File: src/rtl/axi_lite_bus_master.sv
// Single-outstanding AXI4-Lite master: one request in, one read byte or write status out.
// Optional response timeout guarded by macro AXI_TIMEOUT_EN (TIMEOUT_CYCLES ignored without it).
module axi_lite_bus_master #(
  parameter int unsigned TIMEOUT_CYCLES = 1024
) (
  input  logic        clk,
  input  logic        reset,
  input  logic        req_valid,
  output logic        req_ready,
  input  logic        req_is_read,
  input  logic [31:0] req_addr,
  input  logic [31:0] req_wdata,
  input  logic [3:0]  req_wstrb,
  output logic        rsp_valid,
  output logic [7:0]  rsp_rdata,
  output logic        rsp_err,
  output logic [31:0] m_axi_awaddr,
  output logic [2:0]  m_axi_awprot,
  output logic        m_axi_awvalid,
  input  logic        m_axi_awready,
  output logic [31:0] m_axi_wdata,
  output logic [3:0]  m_axi_wstrb,
  output logic        m_axi_wvalid,
  input  logic        m_axi_wready,
  input  logic [1:0]  m_axi_bresp,
  input  logic        m_axi_bvalid,
  output logic        m_axi_bready,
  output logic [31:0] m_axi_araddr,
  output logic [2:0]  m_axi_arprot,
  output logic        m_axi_arvalid,
  input  logic        m_axi_arready,
  input  logic [31:0] m_axi_rdata,
  input  logic [1:0]  m_axi_rresp,
  input  logic        m_axi_rvalid,
  output logic        m_axi_rready
);

  typedef enum logic [2:0] {IDLE, RD_ADDR, RD_DATA, WR_ADDR_DATA, WR_RESP, RESP} state_t;

  state_t      state_q;
  logic [31:0] addr_q, wdata_q;
  logic [3:0]  wstrb_q;
  logic        is_read_q;
  logic        awvalid_q, wvalid_q, bready_q, arvalid_q, rready_q;
  logic        rsp_valid_q, rsp_err_q;
  logic [7:0]  rsp_rdata_q;
  logic [7:0]  rd_byte_d;
  logic        aw_done_d, w_done_d;
  logic        tmo_hit_d;

  assign rd_byte_d = 8'(m_axi_rdata >> {addr_q[1:0], 3'b000});
  assign aw_done_d = !awvalid_q || m_axi_awready;
  assign w_done_d  = !wvalid_q  || m_axi_wready;

`ifdef AXI_TIMEOUT_EN
  localparam int CW = $clog2(TIMEOUT_CYCLES + 1);
  logic [CW-1:0] tmo_cnt_q;
  logic          busy_d;
  assign busy_d    = (state_q == RD_ADDR) || (state_q == RD_DATA) ||
                     (state_q == WR_ADDR_DATA) || (state_q == WR_RESP);
  assign tmo_hit_d = busy_d && (tmo_cnt_q == CW'(TIMEOUT_CYCLES));

  always_ff @(posedge clk) begin
    if (reset)
      tmo_cnt_q <= '0;
    else if (state_q == IDLE && req_valid)
      tmo_cnt_q <= '0;
    else if (busy_d && !tmo_hit_d)
      tmo_cnt_q <= tmo_cnt_q + 1'b1;
  end
`else
  localparam int unsigned unused_timeout_cycles = TIMEOUT_CYCLES;
  assign tmo_hit_d = 1'b0;
`endif

  always_ff @(posedge clk) begin
    if (reset) begin
      state_q     <= IDLE;
      addr_q      <= '0;
      wdata_q     <= '0;
      wstrb_q     <= '0;
      is_read_q   <= 1'b0;
      awvalid_q   <= 1'b0;
      wvalid_q    <= 1'b0;
      bready_q    <= 1'b0;
      arvalid_q   <= 1'b0;
      rready_q    <= 1'b0;
      rsp_valid_q <= 1'b0;
      rsp_err_q   <= 1'b0;
      rsp_rdata_q <= '0;
    end else begin
      rsp_valid_q <= 1'b0;
      case (state_q)
        IDLE: if (req_valid) begin
          addr_q    <= req_addr;
          wdata_q   <= req_wdata;
          wstrb_q   <= req_wstrb;
          is_read_q <= req_is_read;
          if (req_is_read) begin
            arvalid_q <= 1'b1;
            state_q   <= RD_ADDR;
          end else begin
            awvalid_q <= 1'b1;
            wvalid_q  <= 1'b1;
            state_q   <= WR_ADDR_DATA;
          end
        end
        RD_ADDR: if (m_axi_arready) begin
          arvalid_q <= 1'b0;
          rready_q  <= 1'b1;
          state_q   <= RD_DATA;
        end
        RD_DATA: if (m_axi_rvalid) begin
          rready_q    <= 1'b0;
          rsp_rdata_q <= rd_byte_d;
          rsp_err_q   <= m_axi_rresp[1];
          rsp_valid_q <= 1'b1;
          state_q     <= RESP;
        end
        WR_ADDR_DATA: begin
          // AW and W complete independently; leave once both are done.
          if (m_axi_awready) awvalid_q <= 1'b0;
          if (m_axi_wready)  wvalid_q  <= 1'b0;
          if (aw_done_d && w_done_d) begin
            bready_q <= 1'b1;
            state_q  <= WR_RESP;
          end
        end
        WR_RESP: if (m_axi_bvalid) begin
          bready_q    <= 1'b0;
          rsp_err_q   <= m_axi_bresp[1];
          rsp_rdata_q <= 8'h00;
          rsp_valid_q <= 1'b1;
          state_q     <= RESP;
        end
        RESP:    state_q <= IDLE;
        default: state_q <= IDLE;
      endcase
      if (tmo_hit_d) begin
        awvalid_q   <= 1'b0;
        wvalid_q    <= 1'b0;
        bready_q    <= 1'b0;
        arvalid_q   <= 1'b0;
        rready_q    <= 1'b0;
        rsp_err_q   <= 1'b1;
        rsp_rdata_q <= 8'hFF;
        rsp_valid_q <= 1'b1;
        state_q     <= RESP;
      end
    end
  end

  logic unused_bits;
  assign unused_bits = ^{m_axi_rresp[0], m_axi_bresp[0], is_read_q};

  assign req_ready     = (state_q == IDLE);
  assign rsp_valid     = rsp_valid_q;
  assign rsp_rdata     = rsp_rdata_q;
  assign rsp_err       = rsp_err_q;
  assign m_axi_awaddr  = addr_q;
  assign m_axi_awprot  = 3'b000;
  assign m_axi_awvalid = awvalid_q;
  assign m_axi_wdata   = wdata_q;
  assign m_axi_wstrb   = wstrb_q;
  assign m_axi_wvalid  = wvalid_q;
  assign m_axi_bready  = bready_q;
  assign m_axi_araddr  = addr_q;
  assign m_axi_arprot  = 3'b000;
  assign m_axi_arvalid = arvalid_q;
  assign m_axi_rready  = rready_q;

endmodule

File: config.mk
export PLATFORM = sky130hd
export DESIGN_NAME = axi_lite_bus_master
export DESIGN_NICKNAME = d
export VERILOG_FILES = /design/src/rtl/axi_lite_bus_master.sv
export SDC_FILE = /design/constraint.sdc
export NUM_CORES = 1
export LEC_CHECK = 0
export CAP_MARGIN = 20
export CORE_ASPECT_RATIO = 0.7
export CORE_MARGIN = 2
export CORE_UTILIZATION = 40
export CTS_BUF_LIST = sky130_fd_sc_hd__clkbuf_8
export DETAILED_ROUTE_END_ITERATION = 10
export GPL_TIMING_DRIVEN = 0
export PLACE_DENSITY = 0.88
export SETUP_SLACK_MARGIN = 0.02
export SYNTH_ARGS = -nofsm -noshare
export SYNTH_HDL_FRONTEND = slang
export SYNTH_SLANG_ARGS = --single-unit
File: constraint.sdc
create_clock -name clk -period 2.8 [get_ports clk]
set_input_delay 0.56 -clock clk [delete_from_list [all_inputs] [get_ports clk]]
set_output_delay 0.56 -clock clk [all_outputs]
set_load 0.01 [all_outputs]
# [Yosys cells after proc, flatten, opt, wreduce, memory -nomap -nowiden]
# Index checks and enable logic that the tools add are counted.
[classes] reduce_logical=19 n_eq_ne=13 shifts=1 mux=32
[ops] cell="32-bit by 5-bit right shift with 8-bit output" n=1
[ops] cell="8-bit 2-to-1 mux" n=2
[ops] cell="2-bit inequality test, second input constant" n=8
[ops] cell="8-bit case mux with 2 select lines" n=1
[ops] cell="1-bit 2-to-1 mux" n=15
[ops] cell="3-bit 2-to-1 mux" n=5
[ops] cell="3-bit case mux with 5 select lines" n=1
[ops] cell="1-bit case mux with 2 select lines" n=7
[ops] cell="4-bit AND reduction" n=3
[ops] cell="2-bit nonzero test" n=5
[ops] cell="3-bit AND reduction" n=3
[ops] cell="3-bit by 2-bit == test with 1-bit output, second input constant" n=2
[ops] cell="5-bit AND reduction" n=1
[ops] cell="3-bit by 1-bit == test with 1-bit output, second input constant" n=1
[ops] cell="3-bit == test, second input constant" n=1
[ops] cell="3-bit logical NOT" n=1
[ops] cell="1-bit logical NOT" n=2
[ops] cell="1-bit logical OR" n=2
[ops] cell="2-bit 2-to-1 mux" n=1
[ops] cell="2-bit by 1-bit inequality test with 1-bit output, second input constant" n=1
[ops] cell="2-bit AND reduction" n=1
[ops] cell="1-bit logical AND" n=1
[totals] regBits=86 in_bits=113

# [Depth between registers and ports, before layout]
# Gate-level depths: netlist of the first run.
[logic_depth] ltp_word=5 mapped_depth=7

# [Worst setup path before layout of the first run]
# No wires, ideal clock.
[synth_path] path_type="register to register" from="register addr_q[0] (netlist: m_axi_araddr[0])" to="register rsp_rdata_q[6] (netlist: rsp_rdata[6])" required_ns=2.683 synth_period_minus_slack_ns=1.738 setup_slack_ns=1.062 path_stages_with_launch=4 setup_time_ns=0.117 arrival_time_ns=1.621 path_cell_list="dfxtp_1 clkbuf_1 mux4_2 a22o_1"
[synth_between] elab_chain_len=3
[synth_lines] item="start, declared" line_no="41" rtl="logic [31:0] addr_q, wdata_q;"
[synth_lines] item="start signal, assigned" line_no="95" rtl="addr_q <= req_addr;"
[synth_lines] item="32-bit by 5-bit right shift with 8-bit output" line_no="51" rtl="assign rd_byte_d = 8'(m_axi_rdata >> {addr_q[1:0], 3'b000});"
[synth_lines] item="8-bit 2-to-1 mux" line_no="113" rtl="RD_DATA: if (m_axi_rvalid) begin"
[synth_lines] item="8-bit case mux with 2 select lines" line_no="93" rtl="case (state_q)"
[synth_lines] item="end signal, assigned" line_no="115" rtl="rsp_rdata_q <= rd_byte_d;"
[synth_lines] item="end, declared" line_no="46" rtl="logic [7:0] rsp_rdata_q;"
# Every way passes these cells. The select of a mux whose other input is x is not followed.
# A chain may end at the register's enable or synchronous reset.

# [Worst setup path after layout of the first run]
[layout_path] from="register state_q[0]" to="output port req_ready"
[layout_between] elab_chain_len=1
[layout_lines] item="start, declared" line_no="40" rtl="state_t state_q;"
[layout_lines] item="start signal, assigned" line_no="78" rtl="state_q <= IDLE;"
[layout_lines] item="start signal, assigned" line_no="101" rtl="state_q <= RD_ADDR;"
[layout_lines] item="start signal, assigned" line_no="105" rtl="state_q <= WR_ADDR_DATA;"
[layout_lines] item="3-bit logical NOT" line_no="156" rtl="assign req_ready = (state_q == IDLE);"
[layout_lines] item="end, declared" line_no="9" rtl="output logic req_ready,"
# Every way passes these cells.

==> flow_summary.yaml, run 1 <==
yosys:
  synth_fa_ha_area_share_pct: 0
  synth-compound-area-share_pct: 15.1
  yosysUniqueCellTypes: 32
  synth.cell_area_um2: 3580
  synth_top_family_by_area: "simple AND/OR/NAND/NOR gates"
  yosysSeqAreaShare_pct: 48.1
  syn_inst: 427
  async_reset_ff_share_pct: 0
  ys_ff_latch: 86
  synthFlopType: "dfxtp_1"
  synth_warnings: 0
  muxShareOfSynthArea_pct: 5.88
  synthXorXnorAreaFrac_pct: 0
  synth_edf_count: 0
  synth-simple-area-share_pct: 18.9
  avgSynthCellArea_um2: 8.38
global_routing:
  antenna_found_initial: 0
  grt_pass1_wl_mm: 18.1
  track_usage_pct: 23.8
  grt_pass1_vias: 3812
  grt_max_degree: 14
  overflow: 0
critical_path:
  path_class: "flip-flop to primary output"
  cp_num_buf_inv: 3
  crit_family: "buffers and inverters"
  worstPathMaxFanout: 10
  critPathMaxStageDelay_ps: 600
  path_cells: "buf_2, buf_1, nor3_1, clkdlybuf4s50_1"
  critPathRequiredTime_ps: 2240
  cp.arrival_ps: 1840
  endpoint_kind: "primary output"
  setup.worst_path.start_class: "flip-flop"
  slowest_stage: "clkdlybuf4s50_1"
run_status:
  outcome: "completed"
floorplanning:
  coreArea_um2: 8580
  initial_core_util_pct: 41.7
  rows: 28
  dieHeight_um: 83.1
  dieArea_um2: 9730
  boundaryPins: 235
  die_x_um: 117
clocking:
  htreeDepth: 3
  cts_tree: "yes"
  postCtsSetupBuffers: 0
  clock-root-buffer: "clkbuf_8"
  cts-hold-fix-buffers: 0
  cts_resized: 0
  cts_buffer_depth: 2
  clkLatencyLatePin_ps: 360
  cts.sinks: 86
  cts_made_buffers: 9
  path_clk_slew_ps: 80
detailed_routing:
  ant_nets: 0
  drt_first_iter_violations: 170
  drt_first_pass_iters: 4
  routed_wirelength_mm: 11.7
  vias_per_cell: 4.83
  wl_per_cell_um: 14.7
  drc_errors: 0
  via_count: 3834
pwr:
  p_sw_share_pct: 33.0
  p_sw_mw: 1.60
  seqPwrFrac_pct: 33.6
  p_int_mw: 3.24
  ir_drop_uv: 443
  power_leakage_nw: 2.41
  power_frac_comb_pct: 44.6
  clkPwrFrac_pct: 21.8
  cellPowerDensity_nw_per_um2: 774
timing:
  finalCritPeriodShare_pct: 85.8
  worstMarginPinSlew_ps: 1040
  min_period_ps: 2400
  rsz0062_at_grt: "false"
  fmax_mhz: 416
  layout_setup_ws_ps: 397
  skew_ps: 6.55
  final_hold_viol_count: 0
  slew_headroom_pct: 30.0
  tns_ps: 0
  finalMaxSlewViolations: 0
  finalSetupViolCount: 0
cells_and_area:
  nFillCells: 666
  layout.nets: 782
  multiInputGateArea_um2: 1450
  antenna_cells: 0
  final_util_pct: 72.9
  final_common_cell: "clkdlybuf4s50_1"
  seq_area_um2: 1720
  area_growth_pct: 74.9
  layout_common_cells: "clkdlybuf4s50_1 (226), nand2_1 (141), dfxtp_1 (86)"
  drive_above_1_share_pct: 10.8
place:
  place.gp.congestion: 0.817
  hpwl_mm: 9.29
  portBuffers: 226
  pre_cts_slack_ps: 251
worst_hold_path:
  hp-class: "flip-flop to flip-flop"
run:
  cap_viol_max_count: 0
## path summary, 6_finish.rpt
check                       from                to  slack [ps]  cells after the start
setup reg to reg      state_q[2]  m_axi_araddr[24]         840                      7
hold reg to reg   m_axi_wstrb[3]    m_axi_wstrb[3]         460                      2
setup / recovery      state_q[0]         req_ready         400                      4
hold / removal    m_axi_wstrb[3]    m_axi_wstrb[3]         460                      2
## worst reg2reg max path: stages (launching register included)
cell	delay, ps
dfxtp_1	300
buf_2	180
nor2_1	330
nand3_1	360
buf_2	300
buf_2	200
nand2_1	100
a21oi_1	70
## cell type report
cell class / count / area share (%)
repair buffers: 226 / 36.2
flip-flops and latches: 86 / 27.5
multi-input cells: 275 / 23.2
plain buffers: 67 / 6.52
clock buffers: 11 / 2.42
well taps: 120 / 2.40
clock inverters: 5 / 1.56
inverters: 4 / 0.240
## power groups by stage
stage / sequential, mW / clock [mW] / combinational [mW]
2_1_floorplan: 1.74 / 0 / 1.01
3_3_place_gp: 1.63 / 0 / 2.09
3_5_place_dp: 1.65 / 0 / 2.16
4_1_cts: 1.63 / 1.07 / 2.17
5_1_grt: 1.66 / 1.12 / 2.35
6_report: 1.63 / 1.05 / 2.16
## Yosys cell counts, types with 2 or more instances
cell type    n  area [um^2]
inv_1        4         15.0
nand2_1    141          529
buf_2       11         55.1
a2bb2oi_1    2         17.5
buf_1        2         7.51
buf_4       38          285
a311oi_1     2         17.5
nand3b_1     2         15.0
mux2i_1      3         30.0
dfxtp_1     86         1720
mux4_2       8          180
nor3_1       4         20.0
a22o_1       8         70.1
nand2b_1     4         25.0
nor2_1       8         30.0
clkbuf_1    16         60.1
a21oi_1     73          365
## state kept, by name (all words and copies together), names as in the netlist
signal / flops
m_axi_wdata: 32
m_axi_rready: 1
m_axi_wvalid: 1
m_axi_arvalid: 1
m_axi_araddr: 32
m_axi_bready: 1
rsp_valid: 1
m_axi_awvalid: 1
m_axi_wstrb: 4
rsp_rdata: 8
state_q: 3
rsp_err: 1
## kinds of logic after synthesis
kind of cell / count (synthesis)
buffers and inverters: 71
and+or+nand+nor: 164
other: 1
DFF: 86
muxes: 11
AOI/OAI and AO/OA: 94
## metrics by stage
step | cell area [um^2] | hold WS, ps | power [mW] | instances
after floorplan | 3600 | 481 | 2.75 | 432
after global placement | 6010 | 442 | 3.72 | 778
after detailed placement | 6010 | 449 | 3.82 | 778
after CTS | 6260 | 457 | 4.87 | 794
after global routing | 6260 | 478 | 5.13 | 794
final | 6260 | 456 | 4.84 | 794
## layer usage
| layer | track usage, % | wire length (um) | vias to the layer above |
|---|---|---|---|
| met5 | 0 | 0 | - |
| met4 | 6.52 | 176 | 0 |
| met3 | 8.69 | 1070 | 18 |
| met2 | 43.7 | 6100 | 169 |
| met1 | 25.3 | 4360 | 1788 |
| li1 | - | - | 1859 |
No activity file was read; power rests on OpenSTA's default activity.
==> run 2: changes to the inputs <==
--- a/config.mk
+++ b/config.mk
@@ -10,6 +10,7 @@
 export CORE_MARGIN = 2
 export CORE_UTILIZATION = 40
 export CTS_BUF_LIST = sky130_fd_sc_hd__clkbuf_8
+export CTS_CLUSTER_DIAMETER = 60
 export DETAILED_ROUTE_END_ITERATION = 10
 export GPL_TIMING_DRIVEN = 0
 export PLACE_DENSITY = 0.88
==> results of run 2 <==
Final layout, timing and power as in run 1 (identical DEF).
